===== config.mk =====
export PLATFORM = sky130hd
export DESIGN_NAME = reg_file_rename_flat
export DESIGN_NICKNAME = d
export VERILOG_FILES = /design/src/rtl/reg_file_rename_if.sv /design/src/rtl/reg_file_rename.sv /design/src/flat_wrapper.sv
export SDC_FILE = /design/constraint.sdc
export NUM_CORES = 2
export LEC_CHECK = 0
export ABC_AREA = 0
export CAP_MARGIN = 20
export CORE_MARGIN = 2
export CORE_UTILIZATION = 41
export DETAILED_ROUTE_END_ITERATION = 16
export GPL_TIMING_DRIVEN = 0
export SLEW_MARGIN = 20
export SYNTH_ARGS = -nofsm -noshare
export SYNTH_HDL_FRONTEND = slang
export SYNTH_SLANG_ARGS = --single-unit

===== constraint.sdc =====
create_clock -name clk -period 9.2 [get_ports clk]
set_input_delay 2.76 -clock clk [delete_from_list [all_inputs] [get_ports clk]]
set_output_delay 2.76 -clock clk [all_outputs]
set_load 0.1 [all_outputs]

===== src/rtl/reg_file_rename_if.sv =====
// Dispatcher/ROB-facing bundle for the register file and rename table.
// The master modport drives commits, renames and lookups; the slave answers lookups.
interface reg_file_rename_if #(
  parameter int XLEN  = 32,
  parameter int TAG_W = 4
);
  logic             rdy;
  logic             rollback;
  logic             commit_valid;
  logic [4:0]       commit_reg_id;
  logic [TAG_W-1:0] commit_alias;
  logic [XLEN-1:0]  commit_result;
  logic             rename_valid;
  logic [4:0]       rename_rd;
  logic [TAG_W-1:0] rename_alias;
  logic [4:0]       rs1_id;
  logic [4:0]       rs2_id;
  logic [XLEN-1:0]  rs1_val;
  logic [XLEN-1:0]  rs2_val;
  logic [TAG_W-1:0] rs1_tag;
  logic [TAG_W-1:0] rs2_tag;

  modport master (
    output rdy, rollback,
    output commit_valid, commit_reg_id, commit_alias, commit_result,
    output rename_valid, rename_rd, rename_alias,
    output rs1_id, rs2_id,
    input  rs1_val, rs2_val, rs1_tag, rs2_tag
  );

  modport slave (
    input  rdy, rollback,
    input  commit_valid, commit_reg_id, commit_alias, commit_result,
    input  rename_valid, rename_rd, rename_alias,
    input  rs1_id, rs2_id,
    output rs1_val, rs2_val, rs1_tag, rs2_tag
  );
endinterface


===== src/rtl/reg_file_rename.sv =====
// Architectural register file + rename tags; one-cycle writes, zero-latency reads with commit bypass.
// No backpressure: rdy low freezes all state while reads stay combinational.
module reg_file_rename #(
  parameter int XLEN  = 32,
  parameter int TAG_W = 4
) (
  input logic             clk,
  input logic             rst,
  reg_file_rename_if.slave rf
);

  logic [XLEN-1:0]  val_q [32];
  logic [XLEN-1:0]  val_d [32];
  logic [TAG_W-1:0] tag_q [32];
  logic [TAG_W-1:0] tag_d [32];

  logic commit_en;
  logic rename_en;

  assign commit_en = rf.commit_valid && (rf.commit_reg_id != 5'd0);
  assign rename_en = rf.rename_valid && (rf.rename_rd != 5'd0) && !rf.rollback;

  always_comb begin
    val_d = val_q;
    tag_d = tag_q;
    if (rf.rdy) begin
      // Commit clears the tag only if it is still the newest producer.
      if (commit_en) begin
        val_d[rf.commit_reg_id] = rf.commit_result;
        if (tag_q[rf.commit_reg_id] == rf.commit_alias) begin
          tag_d[rf.commit_reg_id] = '0;
        end
      end
      if (rf.rollback) begin
        for (int i = 0; i < 32; i++) begin
          tag_d[i] = '0;
        end
      end else if (rename_en) begin
        tag_d[rf.rename_rd] = rf.rename_alias;
      end
    end
  end

  always_ff @(posedge clk) begin
    if (rst) begin
      for (int i = 0; i < 32; i++) begin
        val_q[i] <= '0;
        tag_q[i] <= '0;
      end
    end else begin
      for (int i = 0; i < 32; i++) begin
        val_q[i] <= val_d[i];
        tag_q[i] <= tag_d[i];
      end
    end
  end

  function automatic logic [TAG_W+XLEN-1:0] lookup(
    input logic [4:0]       id,
    input logic [XLEN-1:0]  cur_val,
    input logic [TAG_W-1:0] cur_tag,
    input logic             c_vld,
    input logic [4:0]       c_id,
    input logic [TAG_W-1:0] c_alias,
    input logic [XLEN-1:0]  c_res
  );
    logic [TAG_W+XLEN-1:0] res;
    res = {cur_tag, cur_val};
    if (id == 5'd0) begin
      res = '0;
    end else if (c_vld && (c_id == id) && (cur_tag == c_alias)) begin
      res = {{TAG_W{1'b0}}, c_res};
    end
    return res;
  endfunction

  // Same-cycle renames are deliberately invisible here: reads see the older producer.
  assign {rf.rs1_tag, rf.rs1_val} = lookup(rf.rs1_id, val_q[rf.rs1_id], tag_q[rf.rs1_id],
                                           rf.commit_valid, rf.commit_reg_id,
                                           rf.commit_alias, rf.commit_result);
  assign {rf.rs2_tag, rf.rs2_val} = lookup(rf.rs2_id, val_q[rf.rs2_id], tag_q[rf.rs2_id],
                                           rf.commit_valid, rf.commit_reg_id,
                                           rf.commit_alias, rf.commit_result);

endmodule


===== src/flat_wrapper.sv =====
// flat-port wrapper written by rule: the top's interface ports become plain ports
module reg_file_rename_flat 
#(
  parameter int XLEN  = 32,
  parameter int TAG_W = 4
)
  (clk, rst, rf_rdy, rf_rollback, rf_commit_valid, rf_commit_reg_id, rf_commit_alias, rf_commit_result, rf_rename_valid, rf_rename_rd, rf_rename_alias, rf_rs1_id, rf_rs2_id, rf_rs1_val, rf_rs2_val, rf_rs1_tag, rf_rs2_tag);
  reg_file_rename_if #(.XLEN(XLEN), .TAG_W(TAG_W)) rf_i ();
  input logic clk;
  input logic rst;
  input wire logic [$bits(rf_i.rdy)-1:0] rf_rdy;
  input wire logic [$bits(rf_i.rollback)-1:0] rf_rollback;
  input wire logic [$bits(rf_i.commit_valid)-1:0] rf_commit_valid;
  input wire logic [$bits(rf_i.commit_reg_id)-1:0] rf_commit_reg_id;
  input wire logic [$bits(rf_i.commit_alias)-1:0] rf_commit_alias;
  input wire logic [$bits(rf_i.commit_result)-1:0] rf_commit_result;
  input wire logic [$bits(rf_i.rename_valid)-1:0] rf_rename_valid;
  input wire logic [$bits(rf_i.rename_rd)-1:0] rf_rename_rd;
  input wire logic [$bits(rf_i.rename_alias)-1:0] rf_rename_alias;
  input wire logic [$bits(rf_i.rs1_id)-1:0] rf_rs1_id;
  input wire logic [$bits(rf_i.rs2_id)-1:0] rf_rs2_id;
  output wire logic [$bits(rf_i.rs1_val)-1:0] rf_rs1_val;
  output wire logic [$bits(rf_i.rs2_val)-1:0] rf_rs2_val;
  output wire logic [$bits(rf_i.rs1_tag)-1:0] rf_rs1_tag;
  output wire logic [$bits(rf_i.rs2_tag)-1:0] rf_rs2_tag;
  assign rf_i.rdy = rf_rdy;
  assign rf_i.rollback = rf_rollback;
  assign rf_i.commit_valid = rf_commit_valid;
  assign rf_i.commit_reg_id = rf_commit_reg_id;
  assign rf_i.commit_alias = rf_commit_alias;
  assign rf_i.commit_result = rf_commit_result;
  assign rf_i.rename_valid = rf_rename_valid;
  assign rf_i.rename_rd = rf_rename_rd;
  assign rf_i.rename_alias = rf_rename_alias;
  assign rf_i.rs1_id = rf_rs1_id;
  assign rf_i.rs2_id = rf_rs2_id;
  assign rf_rs1_val = rf_i.rs1_val;
  assign rf_rs2_val = rf_i.rs2_val;
  assign rf_rs1_tag = rf_i.rs1_tag;
  assign rf_rs2_tag = rf_i.rs2_tag;
  reg_file_rename #(.XLEN(XLEN), .TAG_W(TAG_W)) u_core (.clk(clk), .rst(rst), .rf(rf_i));
endmodule

==> flow_summary.toml <==
[global_routing]
antenna_found_initial = 16
gr-total-overflow = 0
grt_pass1_vias = 56100
grt_pass1_wl_um = 414200
grt_max_degree = 17
grt_use_total = 0.3709

[outcome]
violations = "negative setup slack"
status = "finished with violations"

[final_layout]
nNetsFinal = 7343
drive_gt1_frac = 0.1778
area_delta_synth_final_pct = 14.75
n_fill_cell = 14730

[yosys]
netlist.top_cell.by_area = "dfxtp_1"
synthXorXnorAreaFrac = 0.002221
yosys_register_bits = 1152
synth_compound_area_frac = 0.1382
synth_top_area_frac = 0.3656
synth_cell_types = 63
ys_seq_area_frac = 0.3656
synthAdderAreaFrac = 0
synth_edf_count = 0
synth_nets = 7095
ys.warnings.count = 0
synth_top_family_by_area = "multiplexers"
synth-simple-area-share = 0.1721
synthFlopType = "dfxtp_1"
synthArstFlopShare = 0
syn_area_um2 = 63080
avgSynthCellArea_um2 = 8.975
syn_inst = 7029
muxShareOfSynthArea = 0.2761
synth.area.top_cells = "dfxtp_1 (37%), mux4_2 (25%), nand2_1 (13%)"

[power_and_ir_drop]
p_leak_uw = 0.02389
p_total_uw = 12060
peakVddDrop_v = 0.0001938
p_per_area_nw_per_um2 = 166.7

[flow_run]
cap_violations = 0

[worst_setup_path]
r2r_end = "u_core.tag_q[94]"
critPathMaxFanout = 10
r2r_start = "u_core.tag_q[116]"
r2r_cells = 8
path_class = "primary input to output port"
r2r_slack_ps = 4840
worstSetupEndpointType = "output port"
critPathLaunchType = "primary input"
required_ps = 6440
worstPathArrival_ps = 6510

[timing]
setup_violations = 4
maxSlewHeadroom = 0.07843
hold_viol = 0
worst_slew_pin_slew_ps = 1377
timing.final.crit_share = 1.007
fin_worst_skew_ps = 23.83
max_freq_mhz = 107.9
finalSetupTns_ps = -191.7
fin_crit_ps = 9267
slew_violations = 0
finalWorstSetupSlack_ps = -67.03

[die]
core.rowCount = 143
start_util = 0.4138
die_x_um = 396.3
design.core.area_um2 = 152400
die_area_um2 = 157000
io_pins = 138
die_y_um = 396.3

[cts]
cts_tree = "done"
cts_max_level = 4
worstSkewPairLatency_ps = 790
cts.sinks = 1152
cts.reportedPaths.clkPinSlew_ps = 60
cts_made_buffers = 138
clk_root_buffer_cell = "clkbuf_16"
clk_path_buf_depth = 3
cts_hold_buffers = 0

[min_path]
hold_start = "u_core.val_q[524]"
worstHoldEndpoint = "u_core.val_q[524]"
min_path_type = "register to register"
min_path_cells = 2

[route]
drt_iter0_drc = 9203
vias = 60610
drc = 0
vias_per_cell = 6.435
first_pass_iters = 8
wl_per_cell_um = 31.70
wirelength_um = 298600
postRouteAntennaNets = 0

[place]
io_buffers = 96
gp_congestion = 1.042
hpwl_um = 234400
## per-stage QoR
| step | instances | util | setup slack (ps) | hold slack (ps) | cell area [um^2] |
|---|---|---|---|---|---|
| CTS | 9413 | 0.4739 | 7.454 | 464.2 | 72240 |
| global placement | 9155 | 0.4382 | -3159 | 447.9 | 66800 |
| detailed placement | 9163 | 0.4394 | -2723 | 456.2 | 66980 |
| finish | 9419 | 0.4749 | -67.03 | 463.3 | 72390 |
| floorplan | 7029 | - | -616.5 | 442.9 | 63300 |
| global route | 9415 | 0.4748 | -3.599 | 479.8 | 72380 |
## cell usage in the layout (no fill, tap or decap), types with 9 or more instances in the layout
master | synthesis | layout
nor2b_1 | 152 | 152
clkbuf_2 | 0 | 63
mux2i_4 | 1 | 9
clkbuf_8 | 0 | 40
buf_1 | 96 | 39
o22ai_1 | 135 | 135
buf_4 | 6 | 54
o21ai_0 | 113 | 113
buf_2 | 29 | 58
clkbuf_1 | 609 | 548
mux2i_2 | 0 | 20
a31o_2 | 21 | 21
mux2i_1 | 147 | 119
clkbuf_16 | 0 | 141
clkdlybuf4s50_1 | 0 | 21
nand2_1 | 2105 | 2105
mux4_2 | 706 | 706
clkbuf_4 | 0 | 21
nand3_1 | 18 | 18
buf_6 | 3 | 23
buf_8 | 0 | 9
a21oi_1 | 1141 | 1108
clkdlybuf4s15_2 | 0 | 18
bufinv_16 | 0 | 14
nor2_1 | 246 | 238
a21o_1 | 104 | 104
o31ai_1 | 34 | 31
or3_1 | 34 | 34
nand2b_1 | 9 | 9
and3_1 | 9 | 9
and2_1 | 14 | 14
a21oi_2 | 0 | 25
clkinv_2 | 0 | 23
nor3_1 | 17 | 12
dfxtp_1 | 1152 | 1152
## how the worst max path moves through the flow
stage                   startpoint              to  slack, ps  depth (start not counted)
2_1_floorplan         rf_rs2_id[0]   rf_rs2_tag[0]       -620                         10
3_3_place_gp          rf_rs2_id[1]  rf_rs2_val[31]      -3160                         11
3_5_place_dp          rf_rs1_id[1]  rf_rs1_val[31]      -2720                         13
4_1_cts        rf_commit_reg_id[0]  rf_rs2_val[31]          7                         12
5_1_grt        rf_commit_reg_id[3]  rf_rs2_val[22]         -4                         12
6_report              rf_rs2_id[1]  rf_rs2_val[21]        -70                         11
## where the power goes
| group | internal, uW | switching [uW] | total [uW] |
|---|---|---|---|
| logic | 290 | 871 | 1160 |
| registers | 5010 | 14.9 | 5020 |
| clock network | 3510 | 2370 | 5880 |
## final cells by class
cell class / instances / area (um^2) / share of cell area
Timing Repair Buffer: 108 / 1025 / 0.01416
Tap cell: 2030 / 2540 / 0.03509
Antenna cell: 5 / 12.51 / 0.0001728
Clock buffer: 200 / 4130 / 0.05706
Sequential cell: 1152 / 23060 / 0.3186
Multi-Input combinational cell: 5129 / 37600 / 0.5194
Inverter: 5 / 18.77 / 0.0002593
Buffer: 743 / 3351 / 0.04629
Clock inverter: 47 / 648.1 / 0.008953
## cells by family after synthesis
kind of cell | Yosys count
flip-flops | 1152
XOR/XNOR | 16
AO/OA/AOI/OAI | 1593
multiplexers | 856
buffers and inverters | 748
AND/OR/NAND/NOR | 2664
## Yosys cell counts (all sizes together), types with 18 or more instances
cell type  count
a21o         104
mux4         706
nand2       2105
o31ai         34
mux2i        148
o21ai        113
buf          134
nor2         246
dfxtp       1152
a31o          21
o22ai        135
clkbuf       609
or3           34
nand3         18
nor2b        152
a21oi       1141
## what timing repair did
item,CTS,global route
setup endpoints to repair,72,69
setup buffers,3,1
pin swaps,2,1
gates resized for setup,630,49
## registers in the layout (all words and copies together), names as in the netlist
name and cells:
u_core.tag_q 128, u_core.val_q 1024
## critical path, stage by stage
cell and delay (ps):
clkbuf_2 230, buf_2 380, clkbuf_8 340, clkbuf_4 410, buf_2 390, mux4_2 380
mux4_2 490, nor2_1 350, or3_1 280, mux2i_4 170, buf_4 280
## metal layers
metal	wire [um]	GRT usage	vias up
li1	-	-	25440
met1	117800	0.5109	30250
met3	42070	0.1338	750
met5	68	0	-
met2	120300	0.5071	4158
met4	18260	0.1914	12
(Power assumes the default switching activity.)
